===== config.mk =====
export PLATFORM = sky130hd
export DESIGN_NAME = amb_yurut_denetleyici
export DESIGN_NICKNAME = d
export VERILOG_FILES = /design/src/rtl/amb_yurut_denetleyici_pkg.sv /design/src/rtl/amb_yurut_denetleyici.sv
export SDC_FILE = /design/constraint.sdc
export NUM_CORES = 1
export LEC_CHECK = 0
export BUFFER_PORTS_ARGS = -buffer_cell sky130_fd_sc_hd__buf_2
export CORE_ASPECT_RATIO = 1.25
export CORE_MARGIN = 2
export CORE_UTILIZATION = 45
export CTS_CLUSTER_DIAMETER = 200
export DETAILED_ROUTE_END_ITERATION = 16
export PLACE_DENSITY_LB_ADDON = 0.3
export SYNTH_ARGS = -nofsm -noshare
export SYNTH_HDL_FRONTEND = slang
export SYNTH_SLANG_ARGS = --single-unit

===== constraint.sdc =====
create_clock -name clk_i -period 1.74 [get_ports clk_i]
set_clock_uncertainty 0.15 [all_clocks]
set_input_delay 0.087 -clock clk_i [delete_from_list [all_inputs] [get_ports clk_i]]
set_output_delay 0.087 -clock clk_i [all_outputs]
set_load 0.005 [all_outputs]

===== src/rtl/amb_yurut_denetleyici_pkg.sv =====
// Shared execute-stage constants: data widths, amb micro-op codes, and the
// sequencer state encoding.
package amb_yurut_denetleyici_pkg;

  localparam int VERI_BIT     = 32;
  localparam int UOP_AMB_BIT  = 5;
  localparam int HEDEF_BIT    = 5;
  localparam int MAKS_GECIKME = 64;
  localparam int SAYAC_BIT    = 7;

  localparam logic HIGH = 1'b1;
  localparam logic LOW  = 1'b0;

  localparam logic [UOP_AMB_BIT-1:0] UOP_AMB_ADD   = 5'd0;
  localparam logic [UOP_AMB_BIT-1:0] UOP_AMB_SUB   = 5'd1;
  localparam logic [UOP_AMB_BIT-1:0] UOP_AMB_AND   = 5'd2;
  localparam logic [UOP_AMB_BIT-1:0] UOP_AMB_OR    = 5'd3;
  localparam logic [UOP_AMB_BIT-1:0] UOP_AMB_XOR   = 5'd4;
  localparam logic [UOP_AMB_BIT-1:0] UOP_AMB_MUL   = 5'd5;
  localparam logic [UOP_AMB_BIT-1:0] UOP_AMB_DIV   = 5'd6;
  localparam logic [UOP_AMB_BIT-1:0] UOP_AMB_REM   = 5'd7;
  localparam logic [UOP_AMB_BIT-1:0] UOP_AMB_CNTP  = 5'd8;
  localparam logic [UOP_AMB_BIT-1:0] UOP_AMB_CNTZ  = 5'd9;
  localparam logic [UOP_AMB_BIT-1:0] UOP_AMB_HMDST = 5'd10;

  typedef enum logic [1:0] {
    BOS    = 2'd0,
    MESGUL = 2'd1,
    DOLU   = 2'd2
  } durum_e;

  // Saturating increment for the watchdog counter.
  function automatic logic [SAYAC_BIT-1:0] sayac_artir(input logic [SAYAC_BIT-1:0] s);
    return (s == '1) ? s : s + 1'b1;
  endfunction

endpackage


===== src/rtl/amb_yurut_denetleyici.sv =====
// Execute-stage sequencer: accepts one micro-op, holds it on the amb port
// until amb reports a result, then offers the registered result downstream.
module amb_yurut_denetleyici
  import amb_yurut_denetleyici_pkg::*;
(
  input  logic                   clk_i,
  input  logic                   rst_i,
  input  logic                   temizle_i,
  input  logic                   giris_gecerli_i,
  output logic                   giris_hazir_o,
  input  logic [UOP_AMB_BIT-1:0] giris_kod_i,
  input  logic [VERI_BIT-1:0]    giris_islec1_i,
  input  logic [VERI_BIT-1:0]    giris_islec2_i,
  input  logic [HEDEF_BIT-1:0]   giris_hedef_i,
  output logic [UOP_AMB_BIT-1:0] amb_kod_o,
  output logic                   amb_kod_gecerli_o,
  output logic [VERI_BIT-1:0]    amb_islec1_o,
  output logic [VERI_BIT-1:0]    amb_islec2_o,
  input  logic [VERI_BIT-1:0]    amb_sonuc_i,
  input  logic                   amb_gecerli_i,
  input  logic [2:0]             amb_bayrak_i,
  output logic                   cikis_gecerli_o,
  input  logic                   cikis_hazir_i,
  output logic [VERI_BIT-1:0]    cikis_sonuc_o,
  output logic [2:0]             cikis_bayrak_o,
  output logic [HEDEF_BIT-1:0]   cikis_hedef_o,
  output logic                   hata_o
);

  localparam logic [SAYAC_BIT-1:0] MAKS_SAYAC = SAYAC_BIT'(MAKS_GECIKME);

  durum_e                 durum_q, durum_d;
  logic                   kabul;
  logic [UOP_AMB_BIT-1:0] kod_q;
  logic [VERI_BIT-1:0]    islec1_q, islec2_q;
  logic [HEDEF_BIT-1:0]   hedef_q;
  logic [VERI_BIT-1:0]    sonuc_q;
  logic [2:0]             bayrak_q;
  logic [HEDEF_BIT-1:0]   cikis_hedef_q;
  logic                   yakala;
  logic [SAYAC_BIT-1:0]   sayac_q, sayac_d;
  logic                   hata_q, hata_d;

  assign kabul  = giris_gecerli_i & giris_hazir_o;
  assign yakala = (durum_q == MESGUL) & amb_gecerli_i & ~temizle_i;

  // State register.
  always_ff @(posedge clk_i) begin
    if (rst_i) durum_q <= BOS;
    else       durum_q <= durum_d;
  end

  // Next state; a flush wins over everything except reset.
  always_comb begin
    durum_d = durum_q;
    if (temizle_i) begin
      durum_d = BOS;
    end else begin
      case (durum_q)
        BOS:     if (kabul) durum_d = MESGUL;
        MESGUL:  if (amb_gecerli_i) durum_d = DOLU;
        DOLU:    if (cikis_hazir_i) durum_d = kabul ? MESGUL : BOS;
        default: durum_d = BOS;
      endcase
    end
  end

  // Handshake outputs; held low while reset is asserted.
  always_comb begin
    giris_hazir_o     = LOW;
    amb_kod_gecerli_o = LOW;
    cikis_gecerli_o   = LOW;
    if (!rst_i) begin
      giris_hazir_o     = ~temizle_i &
                          ((durum_q == BOS) | ((durum_q == DOLU) & cikis_hazir_i));
      amb_kod_gecerli_o = (durum_q == MESGUL);
      cikis_gecerli_o   = (durum_q == DOLU);
    end
  end

  // Operand register: loaded only on acceptance so amb sees stable inputs.
  always_ff @(posedge clk_i) begin
    if (rst_i) begin
      kod_q    <= '0;
      islec1_q <= '0;
      islec2_q <= '0;
      hedef_q  <= '0;
    end else if (kabul) begin
      kod_q    <= giris_kod_i;
      islec1_q <= giris_islec1_i;
      islec2_q <= giris_islec2_i;
      hedef_q  <= giris_hedef_i;
    end
  end

  // Result register: breaks any path from amb to the writeback outputs.
  always_ff @(posedge clk_i) begin
    if (rst_i) begin
      sonuc_q       <= '0;
      bayrak_q      <= '0;
      cikis_hedef_q <= '0;
    end else if (yakala) begin
      sonuc_q       <= amb_sonuc_i;
      bayrak_q      <= amb_bayrak_i;
      cikis_hedef_q <= hedef_q;
    end
  end

  // Watchdog next state: counts MESGUL cycles, restarts on each new op.
  always_comb begin
    sayac_d = sayac_q;
    if (kabul)                  sayac_d = '0;
    else if (durum_q == MESGUL) sayac_d = sayac_artir(sayac_q);
    hata_d = hata_q | (sayac_d >= MAKS_SAYAC);
  end

  // Watchdog registers; the error flag is sticky until reset.
  always_ff @(posedge clk_i) begin
    if (rst_i) begin
      sayac_q <= '0;
      hata_q  <= LOW;
    end else begin
      sayac_q <= sayac_d;
      hata_q  <= hata_d;
    end
  end

  assign amb_kod_o      = kod_q;
  assign amb_islec1_o   = islec1_q;
  assign amb_islec2_o   = islec2_q;
  assign cikis_sonuc_o  = sonuc_q;
  assign cikis_bayrak_o = bayrak_q;
  assign cikis_hedef_o  = cikis_hedef_q;
  assign hata_o         = hata_q;

endmodule


# Word level (Yosys, flattened, before mapping)
# Index checks and enable logic that the tools add are counted.
dict set report op_classes {
  add_sub_neg 1
  magnitude_cmp 1
  eq_ne 6
  n_mux 11
  n_bitwise 8
  n_reduce_logical 3
}
# operator n
set op_table {}
lappend op_table {{$mux 7} 3}
lappend op_table {{$add 7x1->7 const B} 1}
lappend op_table {{$eq 7x7->1 const B} 1}
lappend op_table {{$ge 7x7->1 const B} 1}
lappend op_table {{$mux 2} 3}
lappend op_table {{$ne 2x2->1 const B} 3}
lappend op_table {{$pmux 2 s3} 1}
lappend op_table {{$and 1x1->1} 5}
lappend op_table {{$mux 1} 4}
lappend op_table {{$reduce_and 3->1} 1}
lappend op_table {{$eq 2x1->1 const B} 1}
lappend op_table {{$eq 2x2->1 const B} 1}
lappend op_table {{$logic_not 2->1} 1}
lappend op_table {{$or 1x1->1} 2}
lappend op_table {{$reduce_or 2->1} 1}
lappend op_table {{$not 1->1} 1}
dict set report word_totals {
  register_bits 124
  inputBits 115
  output_inout_bits 113
  word_cells 40
}

# Longest topological paths before layout
dict set report logic_depth {
  word_depth 9
  ltp_mapped 7
  ltp_nobuf 4
}

# Worst setup path before layout
# Ideal clock, no wire load.
dict set report synth_path {
  path_kind {register -> register}
  startpoint {register durum_q[1]}
  endpoint {register islec1_q[24], in the netlist amb_islec1_o[24]}
  setup_time_ps 132
  t_arrival_ps 1242
  t_required_ps 1458
  setup_slack_ps 216
  stages_incl_launch_ff 8
  n_path_buf 4
  period_less_slack_ps 1524
  path_cell_list {dfxtp_1 buf_6 nor2b_1 buf_2 buf_6 buf_4 o31ai_1 a21oi_1}
}
dict set report synth_via {
  elab_chain_cells 6
  elab_cells_between_ends 7
  classes_between {1 x eq/ne; 1 x mux; 4 x bitwise; 1 x reduce/logical}
}
# element line_no
set synth_rtl {}
lappend synth_rtl {{start: declaration} amb_yurut_denetleyici.sv:32} ;# durum_e durum_q, durum_d;
lappend synth_rtl {{start signal: assignment} amb_yurut_denetleyici.sv:50} ;# else durum_q <= durum_d;
lappend synth_rtl {{$eq 2x2->1} amb_yurut_denetleyici.sv:75} ;# ((durum_q == BOS) | ((durum_q == DOLU) & cikis_hazir_i));
lappend synth_rtl {{$and 1x1->1} amb_yurut_denetleyici.sv:75}
lappend synth_rtl {{$or 1x1->1 (*)} amb_yurut_denetleyici.sv:75}
lappend synth_rtl {{$and 1x1->1 (*)} amb_yurut_denetleyici.sv:74} ;# giris_hazir_o = ~temizle_i &
lappend synth_rtl {{$mux 1 (*)} amb_yurut_denetleyici.sv:73} ;# if (!rst_i) begin
lappend synth_rtl {{$and 1x1->1 (*)} amb_yurut_denetleyici.sv:44} ;# assign kabul = giris_gecerli_i & giris_hazir_o;
lappend synth_rtl {{end signal: assignment} amb_yurut_denetleyici.sv:90} ;# islec1_q <= giris_islec1_i;
lappend synth_rtl {{end: declaration} amb_yurut_denetleyici.sv:35} ;# logic [VERI_BIT-1:0] islec1_q, islec2_q;
# Mark *: on every way between the ends. The rest lies on a longest branch, timed or not.
# A chain may end at the register's enable or synchronous reset.

# Worst setup path after layout
dict set report layout_path {
  startpoint {register durum_q[1]}
  endpoint {output port amb_kod_gecerli_o}
}
dict set report layout_via {
  elab_chain_cells 2
}
# element line_no
set layout_rtl {}
lappend layout_rtl {{$eq 2x1->1} amb_yurut_denetleyici.sv:76} ;# amb_kod_gecerli_o = (durum_q == MESGUL);
lappend layout_rtl {{$mux 1} amb_yurut_denetleyici.sv:73}
lappend layout_rtl {{end: declaration} amb_yurut_denetleyici.sv:16} ;# output logic amb_kod_gecerli_o,
# Every way passes these cells.

==> flow_metrics.env <==
export IMPL_status="complete, no violations"
export IMPL_syn_num_nets=713
export IMPL_viasPerCell=5.79
export IMPL_grt_pass1_vias=5847
export IMPL_synthMostInstantiatedCell="dfxtp_1"
export IMPL_die_x_um=99.4
export IMPL_async_flop_share_pct=0
export IMPL_place_ws_ns=0.130
export IMPL_core_area_um2=11100
export IMPL_gp_congestion=0.822
export IMPL_crit_path_top_delay_cell="dfxtp_2"
export IMPL_p_leak_nw=3.47
export IMPL_layout_min_cycle_time_ns=1.66
export IMPL_synth_area_leaders="dfxtp_1, a21oi_1, o31ai_1"
export IMPL_setup_viol=0
export IMPL_drc=0
export IMPL_finalCritPeriodShare_pct=95.4
export IMPL_comb_power_share_pct=10.6
export IMPL_final_max_slew_viol_count=0
export IMPL_p_seq_share_pct=37.9
export IMPL_core_rowCount=43
export IMPL_io_pins=228
export IMPL_start_util_pct=46.2
export IMPL_min_delay_start="rst_i"
export IMPL_vias=6086
export IMPL_cts_inserted_buffers=17
export IMPL_drtIter0Drc=499
export IMPL_yosys_cell_types_count=38
export IMPL_synthCells=597
export IMPL_cp_startpoint="durum_q[1]"
export IMPL_insertion_delay_ns=0.41
export IMPL_fin_ws_ns=0.0799
export IMPL_tns_ns=0
export IMPL_synth_area_um2=5110
export IMPL_use_met1_pct=32.6
export IMPL_seq_area_frac_synth_pct=48.5
export IMPL_dp_hpwl_um=10100
export IMPL_synth_top_area_share_pct=48.5
export IMPL_firstDrtPassIters=5
export IMPL_wl_um=18200
export IMPL_die_height_um=123
export IMPL_ys_flop_type="dfxtp_1"
export IMPL_hold_path_class="input pin to flip-flop"
export IMPL_grt_overflow=0
export IMPL_yosysWarningCount=0
export IMPL_clk_pin_slew_ns=0.06
export IMPL_holdWs_ns=0.0499
export IMPL_port_buffers=227
export IMPL_drive_above_1_share_pct=31.9
export IMPL_hold_depth=3
export IMPL_p_sw_mw=1.71
export IMPL_crit_fanout=10
export IMPL_grt_met2_usage_pct=48.9
export IMPL_maxSlewHeadroom_pct=61.2
export IMPL_worstMarginPinSlew_ns=0.581
export IMPL_cts_tree="yes"
export IMPL_syn_avg_cell_area_um2=8.57
export IMPL_root_buffer="clkbuf_16"
export IMPL_ys_ff_latch=124
export IMPL_r2r_cells=5
export IMPL_areaGrowthSynthToFinish_pct=60.5
export IMPL_nNetsFinal=1020
export IMPL_intPower_mw=6.09
export IMPL_clockBufferDepth=2
export IMPL_yosys_area_top_type="dfxtp_1"
export IMPL_track_usage_pct=29.0
export IMPL_busiest_layer="met2"
export IMPL_reg2reg_from="durum_q[1]"
export IMPL_synth_edff_count=0
export IMPL_switching_share_pct=21.9
export IMPL_grt_antenna_before_repair=1
export IMPL_ir_worst_vdd_mv=0.588
export IMPL_fmax_ghz=0.602
export IMPL_wl_per_cell_um=17.3
export IMPL_powerDensity_nw_per_um2=950
export IMPL_rsz0062_at_grt="no"
export IMPL_worst_path_dominant_cell_family="flip-flops"
export IMPL_path_cells="nand2b_1, buf_4, nor2_1, buf_2"
export IMPL_netlist_top_cells_count="dfxtp_1, a21oi_1, nand2_1"
export IMPL_ant_nets=0
export IMPL_grt_pass1_wl_um=28300
export IMPL_worstPathRequired_ns=1.50
export IMPL_worstPathArrival_ns=1.42
export IMPL_cap_violations=0
export IMPL_end_kind="output pin"
export IMPL_hold_viol=0
export IMPL_cp_num_buf_inv=2
export IMPL_crit_type="flip-flop to output pin"
export IMPL_grt_max_degree=56
export IMPL_worst_setup_path_start_kind="flip-flop"
export IMPL_die_area_um2=12200
export IMPL_grt_use_met3_pct=8.20
export IMPL_critPathMaxStageDelay_ns=0.37
export IMPL_clkPwrFrac_pct=51.5
export IMPL_cp_depth=4
export IMPL_htree_levels=4
export IMPL_cts_num_sinks=124
-- worst reg2reg max path, delay by kind of cell (launching register included) --
kind,cells,cell delay [ns]
buf+inv,2,0.30
simple gates,1,0.16
compound gates,2,0.49
flops,1,0.37
-- layout by cell type, fill, tap and decap left out, drive strengths merged, types with 2 or more instances in the layout --
| master | netlist | final |
|---|---|---|
| nand2b | 4 | 4 |
| a31oi | 2 | 2 |
| buf | 36 | 251 |
| a211oi | 4 | 4 |
| clkbuf | 40 | 20 |
| o31ai | 76 | 76 |
| nor2b | 3 | 3 |
| nor2 | 7 | 7 |
| inv | 2 | 2 |
| dlygate4sd3 | 0 | 113 |
| dfxtp | 124 | 124 |
| nand4 | 74 | 74 |
| nand2 | 83 | 83 |
| nand3 | 3 | 3 |
| a21oi | 118 | 118 |
| bufinv | 0 | 6 |
| a21boi | 2 | 2 |
| clkinv | 0 | 4 |
-- area by class of cell --
cell class	instances	area, µm²
multi-input cells	395	2290
inverters	2	7.51
fillers	726	2870
well taps	135	169
clock inverters	11	215
diodes	1	2.50
repair buffers	364	2590
flip-flops and latches	124	2480
clock buffers	20	457
-- per-stage QoR --
stage	instances	utilization, %	area, µm²	total power [mW]
5_1_grt	1052	74.1	8210	8.05
3_3_place_gp	905	57.5	6370	3.60
4_1_cts	1051	74.0	8200	7.80
2_1_floorplan	597	-	5110	3.31
3_5_place_dp	905	57.5	6370	3.61
6_report	1052	74.1	8210	7.80
-- cells by family after synthesis --
group	count (synthesis)	synth area share, %
simple gates	184	18.4
flops	124	48.5
fa+ha+maj	1	0.245
mux	1	0.196
buf+inv	78	7.41
compound gates	209	25.2
-- state kept, by name, indices dropped and copies added, names as in the netlist --
register        cells
cikis_hedef_o       5
cikis_bayrak_o      3
cikis_sonuc_o      32
amb_kod_o           5
sayac_q             7
amb_islec1_o       32
durum_q             2
hedef_q             5
hata_o              1
amb_islec2_o       32
-- per-layer routing --
metal | vias to the layer above | wire length (µm)
met1 | 2809 | 6740
met5 | - | 0
li1 | 2826 | -
met2 | 373 | 9270
met4 | 0 | 791
met3 | 78 | 1410
-- power groups by stage --
stage / sequential, mW / clock [mW] / combinational (mW)
2_1_floorplan: 3.01 / 0 / 0.301
3_3_place_gp: 3.01 / 0 / 0.587
3_5_place_dp: 3.01 / 0 / 0.596
4_1_cts: 2.95 / 4.05 / 0.799
5_1_grt: 2.96 / 4.20 / 0.887
6_report: 2.96 / 4.01 / 0.826
-- final timing paths --
check	slack (ns)	end
worst max register to register	0.14	amb_islec1_o[30]
worst min-delay path	0.05	cikis_sonuc_o[21]
worst max-delay path	0.08	amb_kod_gecerli_o
worst min register to register	0.30	cikis_sonuc_o[14]
-- repair_timing --
item                                   4_1_cts  5_1_grt
hold buffers                               113        0
setup buffers                                2        0
pin swaps                                    0        0
resized for setup                            0        2
endpoints found under the hold margin      115        0
setup endpoints to repair                    1        3
Note: power is estimated with default switching activity, not from simulation.
